$ cat config.mk
export PLATFORM = sky130hd
export DESIGN_NAME = id_ex_stage
export DESIGN_NICKNAME = d
export VERILOG_FILES = /design/src/rtl/id_ex_stage.sv
export SDC_FILE = /design/constraint.sdc
export NUM_CORES = 1
export LEC_CHECK = 0
export BUFFER_PORTS_ARGS = -buffer_cell sky130_fd_sc_hd__buf_2
export CORE_UTILIZATION = 30
export CTS_CLUSTER_DIAMETER = 60
export DETAILED_ROUTE_END_ITERATION = 10
export SLEW_MARGIN = 10
export SYNTH_ARGS = -nofsm -noshare
export SYNTH_HDL_FRONTEND = slang
export SYNTH_SLANG_ARGS = --single-unit
export TNS_END_PERCENT = 1
$ cat constraint.sdc
create_clock -name clk -period 2.6 [get_ports clk]
set_input_delay 0.26 -clock clk [delete_from_list [all_inputs] [get_ports clk]]
set_output_delay 0.26 -clock clk [all_outputs]
set_load 0.01 [all_outputs]
$ cat src/rtl/id_ex_stage.sv
// ID/EX pipeline register with EX-stage operand selection feeding the ALU.
// Define ID_EX_FWD_EN to enable EX/MEM and MEM/WB result forwarding.
module id_ex_stage #(
  parameter int XLEN = 32,
  parameter int REGW = 5
) (
  input  logic            clk,
  input  logic            rst_n,
  input  logic            stall,
  input  logic            flush,
  input  logic            id_valid,
  input  logic [XLEN-1:0] id_pc,
  input  logic [XLEN-1:0] id_rs1_data,
  input  logic [XLEN-1:0] id_rs2_data,
  input  logic [XLEN-1:0] id_imm,
  input  logic [REGW-1:0] id_rs1,
  input  logic [REGW-1:0] id_rs2,
  input  logic [REGW-1:0] id_rd,
  input  logic            id_reg_we,
  input  logic            id_a_sel,
  input  logic            id_b_sel,
  input  logic [2:0]      id_alu_op,
  input  logic            exmem_we,
  input  logic [REGW-1:0] exmem_rd,
  input  logic [XLEN-1:0] exmem_result,
  input  logic            memwb_we,
  input  logic [REGW-1:0] memwb_rd,
  input  logic [XLEN-1:0] memwb_result,
  output logic            ex_valid,
  output logic [XLEN-1:0] ex_pc,
  output logic [REGW-1:0] ex_rd,
  output logic            ex_reg_we,
  output logic [2:0]      ALU_op,
  output logic [XLEN-1:0] alu_a,
  output logic [XLEN-1:0] alu_b,
  output logic [XLEN-1:0] ex_store_data
);

  logic [XLEN-1:0] ex_rs1_data;
  logic [XLEN-1:0] ex_rs2_data;
  logic [XLEN-1:0] ex_imm;
  logic [REGW-1:0] ex_rs1;
  logic [REGW-1:0] ex_rs2;
  logic            ex_a_sel;
  logic            ex_b_sel;
  logic [XLEN-1:0] fwd_rs1;
  logic [XLEN-1:0] fwd_rs2;

  // Flush wins over stall; a bubble zeroes every field so the ALU sees ADD 0,0.
  always_ff @(posedge clk or negedge rst_n) begin
    if (!rst_n) begin
      ex_valid    <= 1'b0;
      ex_pc       <= '0;
      ex_rs1_data <= '0;
      ex_rs2_data <= '0;
      ex_imm      <= '0;
      ex_rs1      <= '0;
      ex_rs2      <= '0;
      ex_rd       <= '0;
      ex_reg_we   <= 1'b0;
      ex_a_sel    <= 1'b0;
      ex_b_sel    <= 1'b0;
      ALU_op      <= 3'b000;
    end else if (flush) begin
      ex_valid    <= 1'b0;
      ex_pc       <= '0;
      ex_rs1_data <= '0;
      ex_rs2_data <= '0;
      ex_imm      <= '0;
      ex_rs1      <= '0;
      ex_rs2      <= '0;
      ex_rd       <= '0;
      ex_reg_we   <= 1'b0;
      ex_a_sel    <= 1'b0;
      ex_b_sel    <= 1'b0;
      ALU_op      <= 3'b000;
    end else if (!stall) begin
      ex_valid    <= id_valid;
      ex_pc       <= id_pc;
      ex_rs1_data <= id_rs1_data;
      ex_rs2_data <= id_rs2_data;
      ex_imm      <= id_imm;
      ex_rs1      <= id_rs1;
      ex_rs2      <= id_rs2;
      ex_rd       <= id_rd;
      ex_reg_we   <= id_reg_we & id_valid;
      ex_a_sel    <= id_a_sel;
      ex_b_sel    <= id_b_sel;
      ALU_op      <= id_alu_op;
    end
  end

`ifdef ID_EX_FWD_EN
  // Re-evaluated every cycle, so a stalled instruction picks up results as they retire.
  always_comb begin
    fwd_rs1 = ex_rs1_data;
    if (ex_rs1 != '0 && exmem_we && exmem_rd == ex_rs1)
      fwd_rs1 = exmem_result;
    else if (ex_rs1 != '0 && memwb_we && memwb_rd == ex_rs1)
      fwd_rs1 = memwb_result;
  end

  always_comb begin
    fwd_rs2 = ex_rs2_data;
    if (ex_rs2 != '0 && exmem_we && exmem_rd == ex_rs2)
      fwd_rs2 = exmem_result;
    else if (ex_rs2 != '0 && memwb_we && memwb_rd == ex_rs2)
      fwd_rs2 = memwb_result;
  end
`else
  logic unused_fwd;
  assign fwd_rs1    = ex_rs1_data;
  assign fwd_rs2    = ex_rs2_data;
  assign unused_fwd = ^{exmem_we, exmem_rd, exmem_result,
                        memwb_we, memwb_rd, memwb_result, ex_rs1, ex_rs2};
`endif

  assign alu_a         = ex_a_sel ? ex_pc  : fwd_rs1;
  assign alu_b         = ex_b_sel ? ex_imm : fwd_rs2;
  assign ex_store_data = fwd_rs2;

endmodule

Yosys cells after proc, flatten, opt, wreduce, memory -nomap -nowiden
Cells that the tools add are included.
{"block": "totals", "reg_bits": 140, "in_bits": 230, "out_inout_bits": 138, "elab_cells": 34}
{"block": "classes", "eq_ne": 1, "n_mux": 22, "n_bitwise": 1}
{"op": "$mux 32", "n": 10}
{"op": "$mux 5", "n": 2}
{"op": "$mux 1", "n": 8}
{"op": "$mux 3", "n": 2}
{"op": "$ne 2x1->1 const B", "n": 1}
{"op": "$and 1x1->1", "n": 1}

Longest topological paths before layout
{"block": "logic_depth", "ltp_word": 3, "depth_mapped": 5, "mapped_depth_nobuf": 2}

Worst setup path after synthesis
Ideal clock, no wire load.
{"block": "synth_path", "kind": "register to output", "start": "register ex_a_sel", "end": "output port alu_a[10]", "arrival_time_ns": 1.017, "required_time_ns": 2.340, "setup_slack_ns": 1.323, "stages_incl_launch_ff": 4, "path_buffers": 2, "path_cell_list": "dfrtp_1 -> buf_2 -> buf_2 -> mux2_2"}
{"block": "synth_between", "elab_chain_cells": 1}
{"item": "from (decl)", "line_no": "44", "rtl": "logic ex_a_sel;"}
{"item": "from (signal assigned)", "line_no": "87", "rtl": "ex_a_sel <= id_a_sel;"}
{"item": "$mux 32", "line_no": "118", "rtl": "assign alu_a = ex_a_sel ? ex_pc : fwd_rs1;"}
{"item": "to (decl)", "line_no": "34", "rtl": "output logic [XLEN-1:0] alu_a,"}
Every way passes these cells.

Worst setup path after layout
{"block": "layout_path", "start": "register ex_a_sel", "end": "output port alu_a[12]"}
The elaborated chain is that of the path after synthesis.

==> metrics.csv <==
stage;metric;value;unit
global_route;GR peak layer;met2;
placed_design;Post-DP HPWL;11000;um
floorplan;starting density of the core;30.69;%
cells_and_area;Area Growth Syn to Fin;35.18;%
logic_synthesis;Cells after Synth;525;
status;status;finished, final reports clean;
setup_path;Data arrival, critical path;1.74;ns
logic_synthesis;syn nets;755;
placed_design;IO Port Bufs;281;
hold_path;Worst Hold Depth;3;
drt;DR vias;4793;
sta;Max-slew headroom;65.88;%
cts;CTS tree;yes;
cts;clock tree root buffer cell;clkbuf_16;
setup_path;Startpoint Class;flop;
drt;# DRC;0;
setup_path;reg-to-reg startpoint;ex_a_sel;
setup_path;WP data required;2.34;ns
power;static leakage;4.905;nW
drt;TritonRoute pass-1 iters;4;
global_route;overall track demand over capacity in global routing;15.02;%
drt;drt wl/cell;14.93;um
setup_path;Worst R2R Setup Slack;1.53;ns
setup_path;Setup crit end kind;output port;
placed_design;Final GP Congestion;0.7051;
cells_and_area;fillers;2051;
global_route;pin count of the biggest net entering global routing;68;
power;maximum VDD drop;414.1;uV
cells_and_area;Final Util;41.49;%
sta;Max Clk Rate;500.6;MHz
hold_path;hold crit path type;in -> reg;
placed_design;pre-CTS setup slack;0.9723;ns
setup_path;RR Endpoint;ex_a_sel;
floorplan;I/O pins;368;
logic_synthesis;post-synth top area cell;dfrtp_1;
global_route;met3 Track Usage GR;6.411;%
cells_and_area;most frequent cells in the layout;278 x buf_2, 140 x dfrtp_1, 139 x mux2i_1, 139 x nor2_1, 64 x mux2_2;
sta;Worst Setup Slack, final;0.6025;ns
power;Sw Ratio;24.73;%
floorplan;Die Y;148.6;um
sta;Tightest Pin Transition;0.5118;ns
sta;Min Clock Period, post-route;1.998;ns
logic_synthesis;#FFs+latches synth;140;
cells_and_area;layout cells sized above 1;47.71;%
drt;number of routed nets with antenna violations;0;
cts;Skew-Pair Late Insertion Delay;0.40;ns
cts;clock sink count;140;
floorplan;Core Rows;53;
cts;Max Buffers Root-to-Sink;2;
sta;final setup vio count;0;
drt;Post-Route WL;16200;um
floorplan;die area;22090;um2
cells_and_area;final net count;1027;
setup_path;Reg2Reg Depth;3;
logic_synthesis;register area share after synthesis;54.31;%
logic_synthesis;Yosys warning total;0;
global_route;grt total ovfl;0;
global_route;met1 Usage GRT;18.74;%
logic_synthesis;Synth area leaders;dfrtp_1 54%, mux2i_1 22%, mux2_2 11%, nor2_1 8.1%, buf_8 2.3%;
logic_synthesis;synthesized cell area;6451;um2
sta;post-route setup TNS;0;ns
power;Reg power frac;40.7;%
global_route;first-pass GRT wire length;25740;um
sta;Clock Skew;0;ns
global_route;GR Util met2;23.60;%
drt;Starting DRT DRC Count;127;
power;total net switching power;0.001444;W
global_route;vias in the first global route;4972;
logic_synthesis;Synth top area share;54.31;%
drt;Via-to-Cell Ratio;4.418;
logic_synthesis;Unique masters post-synth;12;
sta;Slew Limit Fails;0;
logic_synthesis;Synth Area per Inst;12.29;um2
sta;Hold WS;0.08635;ns
sta;Final Cycle Share;76.83;%
floorplan;Die Wd;148.6;um
setup_path;CP max FO;33;
sta;RSZ-0062 raised after global routing;no;
power;PwrDens;669.3;nW/um2
cts;Setup Fix Bufs, Post-CTS;0;
hold_path;Hold Path End;ex_store_data[1];
power;internal power;0.004393;W
floorplan;Core ar.;21020;um2
cells_and_area;most common cell after layout, fill and taps aside;buf_2;
power;combinational fraction of design power;13.5;%
cts;TritonCTS Buffers;17;
cts;clk slew on worst S/H paths;0.06;ns
cts;H-tree levels;4;
sta;Final Hold Fails;0;
setup_path;crit path kind;reg -> out;
power;clock share of power;45.8;%
global_route;initial antenna violation count;1;
hold_path;min-delay src;id_rs2_data[1];
run;max-capacitance violation count;0;
-- layout make-up --
class | instances | area [um2] | share of cell area, %
diodes | 1 | 2.502 | 0.02869
clock inverters | 13 | 215.2 | 2.468
flip-flops and latches | 140 | 3503 | 40.17
repair buffers | 293 | 1577 | 18.08
well taps | 275 | 344.1 | 3.945
multi-input cells | 345 | 2650 | 30.39
clock buffers | 18 | 429.2 | 4.921
-- repair_timing --
| action | 4_1_cts | 5_1_grt |
|---|---|---|
| resized for setup | 0 | 0 |
| hold endpoints to repair | 23 | 0 |
| hold buffers | 1 | 0 |
-- registers in the layout, summed over array words and instances (netlist names) --
register / flops
ex_store_data: 32
ex_b_sel: 1
ex_pc: 32
ex_rs1_data: 32
ex_rd: 5
ex_reg_we: 1
ex_imm: 32
ex_a_sel: 1
ex_valid: 1
ALU_op: 3
-- per-layer routing --
layer | vias up | wire, um
met5 | - | 0
met4 | 0 | 121
met3 | 7 | 1596
met2 | 198 | 7436
met1 | 2265 | 7043
li1 | 2323 | -
-- cell usage after synthesis, drive strengths merged --
| cell | n |
|---|---|
| buf | 28 |
| mux2 | 64 |
| clkbuf | 12 |
| nor2 | 139 |
| mux2i | 139 |
| nand3b | 1 |
| dfrtp | 140 |
| nand2 | 1 |
| a21oi | 1 |
-- how the worst max path moves through the flow --
stage	cells past startpoint	from	slack, ns	endpoint
final	3	ex_a_sel	0.60	alu_a[12]
after global routing	3	ex_a_sel	0.49	alu_a[12]
after CTS	3	ex_a_sel	0.53	alu_a[12]
after detailed placement	3	ex_a_sel	0.97	alu_a[12]
after global placement	3	ex_a_sel	0.97	alu_a[12]
after floorplan	3	ex_a_sel	1.32	alu_a[10]
-- worst max-delay path, cell delays in order, from the launching register on --
cell     delay (ns)
dfrtp_1        0.32
buf_4          0.44
mux2_2         0.42
buf_2          0.15
-- cells by family (layout without fill, tap and decap cells) --
logic type | count (synthesis) | after routing | synth area share (%)
other cells | 0 | 1 | 0
mux | 203 | 203 | 32.74
buf+inv | 40 | 324 | 4.616
flops | 140 | 140 | 54.31
simple gates | 141 | 141 | 8.262
compound gates | 1 | 1 | 0.07751
-- per-stage QoR --
step                total power (W)  cell area, um2  cells
global route               0.006121            8718   1084
floorplan                  0.002861            6451    525
finish                     0.005837            8721   1085
global placement           0.003209            8064   1052
CTS                        0.005943            8718   1084
detailed placement         0.003219            8064   1052
-- power groups by stage --
stage,Sequential (W),Combinational [W],Clock (W)
after floorplan,0.00243,0.000429,0
after global placement,0.00241,0.000797,0
after detailed placement,0.00242,0.000803,0
after CTS,0.00238,0.000806,0.00276
after global routing,0.00239,0.000875,0.00285
final,0.00238,0.000789,0.00267
(Power assumes the default switching activity.)
